### src/rtl/csr_hpm.sv
// Machine performance-counter bank: mcycle, minstret, NUM_HPM mhpmcounter/mhpmevent pairs, mcountinhibit.
// Define CSR_HPM_OVF_IRQ_EN to enable per-counter overflow flags (mhpmevent bit 31) and hpm_irq_o.
module csr_hpm #(
    parameter int NUM_HPM = 4,
    parameter int EVT_W   = 8,
    parameter int CNT_W   = 64
) (
    input  logic             clk,
    input  logic             rst_n,
    input  logic             csr_we_i,
    input  logic [11:0]      csr_addr_i,
    input  logic [31:0]      csr_wdata_i,
    output logic [31:0]      csr_rdata_o,
    input  logic             hx_valid,
    input  logic [EVT_W-1:0] evt_i,
    output logic             hpm_irq_o
);

    // Counter slots follow the CSR numbering: 0 mcycle, 1 unused (time), 2 minstret, 3+k hpm k.
    localparam int NCNT = NUM_HPM + 3;
    localparam logic [63:0] HPM_BITS = ((64'd1 << NUM_HPM) - 64'd1) << 3;
    localparam logic [31:0] INH_MASK = HPM_BITS[31:0] | 32'h0000_0005;
    localparam logic [CNT_W-1:0] CNT_ONE = {{(CNT_W-1){1'b0}}, 1'b1};

    logic [CNT_W-1:0]   cnt [NCNT];
    logic [7:0]         evt_sel [NUM_HPM];
    logic [NUM_HPM-1:0] of_q;
    logic [31:0]        inhibit_q;

    logic [4:0]      a_idx;
    logic            hit_lo, hit_hi, hit_grp3, inh_we;
    logic [NCNT-1:0] wr_lo, wr_hi, inc;
    logic [NUM_HPM-1:0] ev_we;

    assign a_idx    = csr_addr_i[4:0];
    assign hit_lo   = (csr_addr_i[11:5] == 7'b1011000);
    assign hit_hi   = (csr_addr_i[11:5] == 7'b1011100);
    assign hit_grp3 = (csr_addr_i[11:5] == 7'b0011001);
    assign inh_we   = csr_we_i & hit_grp3 & (a_idx == 5'd0);

    function automatic logic cnt_impl(input int i);
        return (i == 0) || (i >= 2 && i < NCNT);
    endfunction

    function automatic logic evt_hit(input logic [7:0] sel, input logic [EVT_W-1:0] evt);
        logic h;
        h = 1'b0;
        for (int j = 0; j < EVT_W; j++) begin
            if (sel == 8'(j + 1)) h = evt[j];
        end
        return h;
    endfunction

    always_comb begin
        wr_lo = '0;
        wr_hi = '0;
        inc   = '0;
        ev_we = '0;
        for (int i = 0; i < NCNT; i++) begin
            if (cnt_impl(i)) begin
                wr_lo[i] = csr_we_i & hit_lo & (a_idx == 5'(i));
                wr_hi[i] = csr_we_i & hit_hi & (a_idx == 5'(i));
            end
        end
        inc[0] = ~inhibit_q[0];
        inc[2] = ~inhibit_q[2] & hx_valid;
        for (int k = 0; k < NUM_HPM; k++) begin
            inc[k+3] = ~inhibit_q[k+3] & evt_hit(evt_sel[k], evt_i);
            ev_we[k] = csr_we_i & hit_grp3 & (a_idx == 5'(k + 3));
        end
    end

    // A write to either half takes priority over that counter's increment.
    always_ff @(posedge clk or negedge rst_n) begin
        if (!rst_n) begin
            for (int i = 0; i < NCNT; i++) cnt[i] <= '0;
            for (int k = 0; k < NUM_HPM; k++) evt_sel[k] <= '0;
            inhibit_q <= '0;
        end else begin
            if (inh_we) inhibit_q <= csr_wdata_i & INH_MASK;
            for (int i = 0; i < NCNT; i++) begin
                if (wr_lo[i])
                    cnt[i][31:0] <= csr_wdata_i;
                else if (wr_hi[i])
                    cnt[i][CNT_W-1:32] <= csr_wdata_i[CNT_W-33:0];
                else if (inc[i])
                    cnt[i] <= cnt[i] + CNT_ONE;
            end
            for (int k = 0; k < NUM_HPM; k++) begin
                if (ev_we[k]) evt_sel[k] <= csr_wdata_i[7:0];
            end
        end
    end

`ifdef CSR_HPM_OVF_IRQ_EN
    logic [NUM_HPM-1:0] wrap;
    logic               irq_q;

    always_comb begin
        wrap = '0;
        for (int k = 0; k < NUM_HPM; k++) begin
            wrap[k] = inc[k+3] & ~wr_lo[k+3] & ~wr_hi[k+3] & (&cnt[k+3]);
        end
    end

    always_ff @(posedge clk or negedge rst_n) begin
        if (!rst_n) begin
            of_q  <= '0;
            irq_q <= 1'b0;
        end else begin
            for (int k = 0; k < NUM_HPM; k++) begin
                if (ev_we[k])
                    of_q[k] <= csr_wdata_i[31];
                else if (wrap[k])
                    of_q[k] <= 1'b1;
            end
            irq_q <= |(of_q & ~inhibit_q[3 +: NUM_HPM]);
        end
    end

    assign hpm_irq_o = irq_q;
`else
    assign of_q      = '0;
    assign hpm_irq_o = 1'b0;
`endif

    always_comb begin
        logic [63:0] ext;
        ext         = '0;
        csr_rdata_o = '0;
        for (int i = 0; i < NCNT; i++) begin
            if (cnt_impl(i) && a_idx == 5'(i)) begin
                ext = 64'(cnt[i]);
                if (hit_lo) csr_rdata_o = ext[31:0];
                if (hit_hi) csr_rdata_o = ext[63:32];
            end
        end
        if (hit_grp3 && a_idx == 5'd0) csr_rdata_o = inhibit_q;
        for (int k = 0; k < NUM_HPM; k++) begin
            if (hit_grp3 && a_idx == 5'(k + 3))
                csr_rdata_o = {of_q[k], 23'd0, evt_sel[k]};
        end
    end

endmodule
### config.mk
export PLATFORM = sky130hd
export DESIGN_NAME = csr_hpm
export DESIGN_NICKNAME = d
export VERILOG_FILES = /design/src/rtl/csr_hpm.sv
export SDC_FILE = /design/constraint.sdc
export NUM_CORES = 2
export LEC_CHECK = 0
export ABC_AREA = 1
export CAP_MARGIN = 10
export CORE_MARGIN = 8
export CORE_UTILIZATION = 25
export CTS_CLUSTER_SIZE = 16
export DETAILED_ROUTE_END_ITERATION = 8
export PLACE_DENSITY = 0.46
export SKIP_LAST_GASP = 1
export SLEW_MARGIN = 10
export SYNTH_ARGS = -nofsm -noshare
export SYNTH_HDL_FRONTEND = slang
export SYNTH_SLANG_ARGS = --single-unit
### constraint.sdc
create_clock -name clk -period 4.4 [get_ports clk]
set_input_delay 0.88 -clock clk [delete_from_list [all_inputs] [get_ports clk]]
set_output_delay 0.88 -clock clk [all_outputs]
set_load 0.005 [all_outputs]
==> flow_summary.json <==
{
  "insertion_delay_ns": 0.71,
  "fin_area_mm2": 0.0408,
  "min_period_ns": 4.45,
  "drv_cap": 0,
  "timing.hold.ws_ns": 0.163,
  "skew_ns": 0.0336,
  "setup-violations-final": 2,
  "violations": "setup timing",
  "worst_setup_path_start_kind": "input port",
  "cts_tree": "done",
  "rows": 134,
  "timing.final.hold_violations": 0,
  "dieArea_mm2": 0.146,
  "synthCells": 4836,
  "syn_area_mm2": 0.0334,
  "worst_pin_slew_ns": 1.34,
  "synth_most_common_cell": "nand2_1",
  "path_max_fanout": 8,
  "worst_r2r_path_depth": 12,
  "syn_area_per_cell_um2": 6.91,
  "fin_nets": 5128,
  "timing.final.ws_setup_ns": -0.0457,
  "htree_levels": 2,
  "worstReg2RegStart": "cnt[64]",
  "drtPass1Iterations": 6,
  "via_per_inst": 5.54,
  "die_w_um": 382,
  "placed_cells": 6757,
  "place_congestion": 1.00,
  "synth_area_leaders": "dfrtp_1 (32%), nand2_1 (10%), inv_1 (6.8%)",
  "grt_usage_pct": 25.6,
  "synth_top_flop_cell": "dfrtp_1",
  "yosys_warnings": 0,
  "synth-async-reset-ratio_pct": 100,
  "finalCritPeriodShare_pct": 101,
  "ctsLongestPathBuffers": 3,
  "cts_root_buf": "clkbuf_16",
  "route.detailed.drc": 0,
  "vdd.ir_drop.worst_uv": 319,
  "pin_count": 89,
  "final_cells": 6897,
  "portBuffers": 87,
  "leakagePower_nw": 18.2,
  "rsz0062_at_grt": "yes",
  "grt_max_degree": 97,
  "cp.arrival_ns": 3.57,
  "yosys.area.top_type": "dfrtp_1",
  "status": "complete, but fails checks",
  "start_util_pct": 25.1,
  "antenna_found_initial": 16,
  "clk_pin_slew_ns": 0.06,
  "hpwl_mm": 150,
  "synth_common_cells": "nand2_1 (902), inv_1 (609), dfrtp_1 (422)",
  "ant_nets": 0,
  "wl_per_cell_um": 28.4,
  "yosysTopAreaCellShare_pct": 31.6,
  "crit_path_end_kind": "output pin",
  "reg2reg_slack_ns": 1.26,
  "die_h_um": 382,
  "placed_area_mm2": 0.0380,
  "routed_wl_mm": 196,
  "drive_above_1_share_pct": 13.0,
  "critical_path_class": "in -> out",
  "synth_nets": 4898,
  "dpl_worst_slack_ns": -0.299,
  "min_path_type": "in -> async",
  "critPathRequiredTime_ns": 3.52,
  "grt_pass1_wl_mm": 274,
  "reg2reg_to": "cnt[122]",
  "syn2layout_area_growth_pct": 22.0,
  "grt-ovfl-total": 0,
  "slew_headroom_pct": 10.4,
  "ys_seq_elements": 422,
  "power_density_mw_per_mm2": 316,
  "drv_slew": 0,
  "vias": 38239,
  "cts.sinks": 422,
  "fmax_mhz": 225,
  "drt_iter0_markers": 4794,
  "grt_pass1_vias": 35893,
  "cts_hold_buf": 0,
  "core_mm2": 0.133,
  "cts_buffers": 58,
  "synth_seq_area_share_pct": 31.6,
  "synth_edf_count": 0,
  "synth_cell_types": 68
}
-- sequential cells by signal, summed over array words and instances, names as in the netlist --
signal and flops:
cnt 384, inhibit_q 6, evt_sel 32
-- power breakdown --
| part | total [mW] | internal, mW | switching, mW |
|---|---|---|---|
| clock network | 5.29 | 3.17 | 2.13 |
| logic | 2.72 | 0.800 | 1.92 |
| registers | 4.87 | 4.25 | 0.626 |
-- stage by stage --
stage / TNS (ns) / utilization, % / total power, mW
2_1_floorplan: 0 / - / 6.17
3_3_place_gp: -6.15 / 28.6 / 7.54
3_5_place_dp: -6.48 / 28.6 / 7.53
4_1_cts: -2.13 / 30.3 / 12.9
5_1_grt: -0.511 / 30.6 / 13.3
6_report: -0.0492 / 30.6 / 12.9
-- final cells by class --
class | instances | area [µm²]
Clock buffer | 81 | 1680
Antenna cell | 19 | 47.5
Multi-Input combinational cell | 3537 | 19900
Inverter | 652 | 2460
Timing Repair inverter | 1 | 6.26
Fill cell | 14656 | 92400
Timing Repair Buffer | 394 | 3570
Clock inverter | 23 | 362
Sequential cell | 422 | 10600
Tap cell | 1768 | 2210
-- per-layer routing --
| layer | track usage (%) | vias to the layer above | routed length (µm) |
|---|---|---|---|
| li1 | - | 17123 | - |
| met1 | 33.0 | 18655 | 80300 |
| met2 | 38.8 | 1969 | 84300 |
| met3 | 4.91 | 490 | 15800 |
| met4 | 17.1 | 2 | 15200 |
| met5 | 0 | - | 13 |
-- repair_timing --
item                                    CTS  global route
pin swaps                                14            18
endpoints found under the setup margin   32            28
gates resized for setup                  77            74
gates cloned                              2             2
endpoints found under the hold margin     0             0
buffers inserted                          3            10
-- critical path: stages --
cell,delay (ns)
clkdlybuf4s50_1,0.51
inv_1,0.05
nor2_1,0.10
nand2_1,0.11
nor4_1,0.25
inv_2,0.19
nor2_1,0.21
buf_4,0.20
inv_2,0.08
o21a_1,0.17
nand2_1,0.06
nand2_1,0.05
nand2_1,0.05
nand2_1,0.04
nand2_1,0.08
nand2_1,0.06
clkdlybuf4s50_1,0.45
-- cells by family (layout without fill, tap and decap cells) --
| group | Yosys count | in the layout | synth area share [%] |
|---|---|---|---|
| other | 1 | 20 | 0.0112 |
| and+or+nand+nor | 2123 | 2123 | 29.6 |
| adders and majority gates | 6 | 6 | 0.225 |
| AOI/OAI and AO/OA | 1135 | 1135 | 21.2 |
| xor gates and xnor gates | 272 | 272 | 7.13 |
| buffers and inverters | 877 | 1151 | 10.2 |
| DFF | 422 | 422 | 31.6 |
-- worst max-delay path by stage --
stage / start / endpoint / slack [ns] / cells after the start
3_3_place_gp: csr_addr_i[2] / csr_rdata_o[9] / -0.30 / 14
2_1_floorplan: csr_addr_i[5] / csr_rdata_o[2] / 1.12 / 14
4_1_cts: csr_addr_i[3] / csr_rdata_o[29] / -0.17 / 14
3_5_place_dp: csr_addr_i[1] / csr_rdata_o[28] / -0.30 / 13
6_report: csr_addr_i[8] / csr_rdata_o[6] / -0.05 / 17
5_1_grt: csr_addr_i[8] / csr_rdata_o[6] / -0.22 / 17
-- layout by cell type, fill, tap and decap left out, drive strengths merged, types with 3 or more instances in the layout --
| cell | Yosys | final |
|---|---|---|
| nand2 | 924 | 924 |
| dlygate4sd2 | 0 | 16 |
| o21a | 5 | 5 |
| dfrtp | 422 | 422 |
| ha | 6 | 6 |
| a22o | 5 | 5 |
| dlymetal6s2s | 0 | 19 |
| o21ai | 376 | 376 |
| nor3b | 9 | 9 |
| or2 | 16 | 16 |
| xor2 | 241 | 241 |
| a31oi | 23 | 23 |
| and3 | 4 | 4 |
| a22oi | 95 | 95 |
| a221o | 18 | 18 |
| nor3 | 214 | 214 |
| nor4 | 77 | 77 |
| diode | 0 | 19 |
| o221ai | 151 | 151 |
| and2 | 3 | 3 |
| o211ai | 70 | 70 |
| nand4 | 157 | 157 |
| buf | 92 | 306 |
| a21oi | 269 | 269 |
| nor2 | 458 | 458 |
| nand3b | 5 | 5 |
| a211oi | 5 | 5 |
| inv | 648 | 650 |
| o21bai | 5 | 5 |
| clkbuf | 133 | 82 |
| xnor2 | 31 | 31 |
| bufinv | 0 | 9 |
| a221oi | 8 | 8 |
| clkinv | 4 | 16 |
| o22ai | 93 | 93 |
| clkdlybuf4s50 | 0 | 50 |
| a32o | 4 | 4 |
| nand3 | 254 | 254 |
Power figures use the tool's default switching activity.
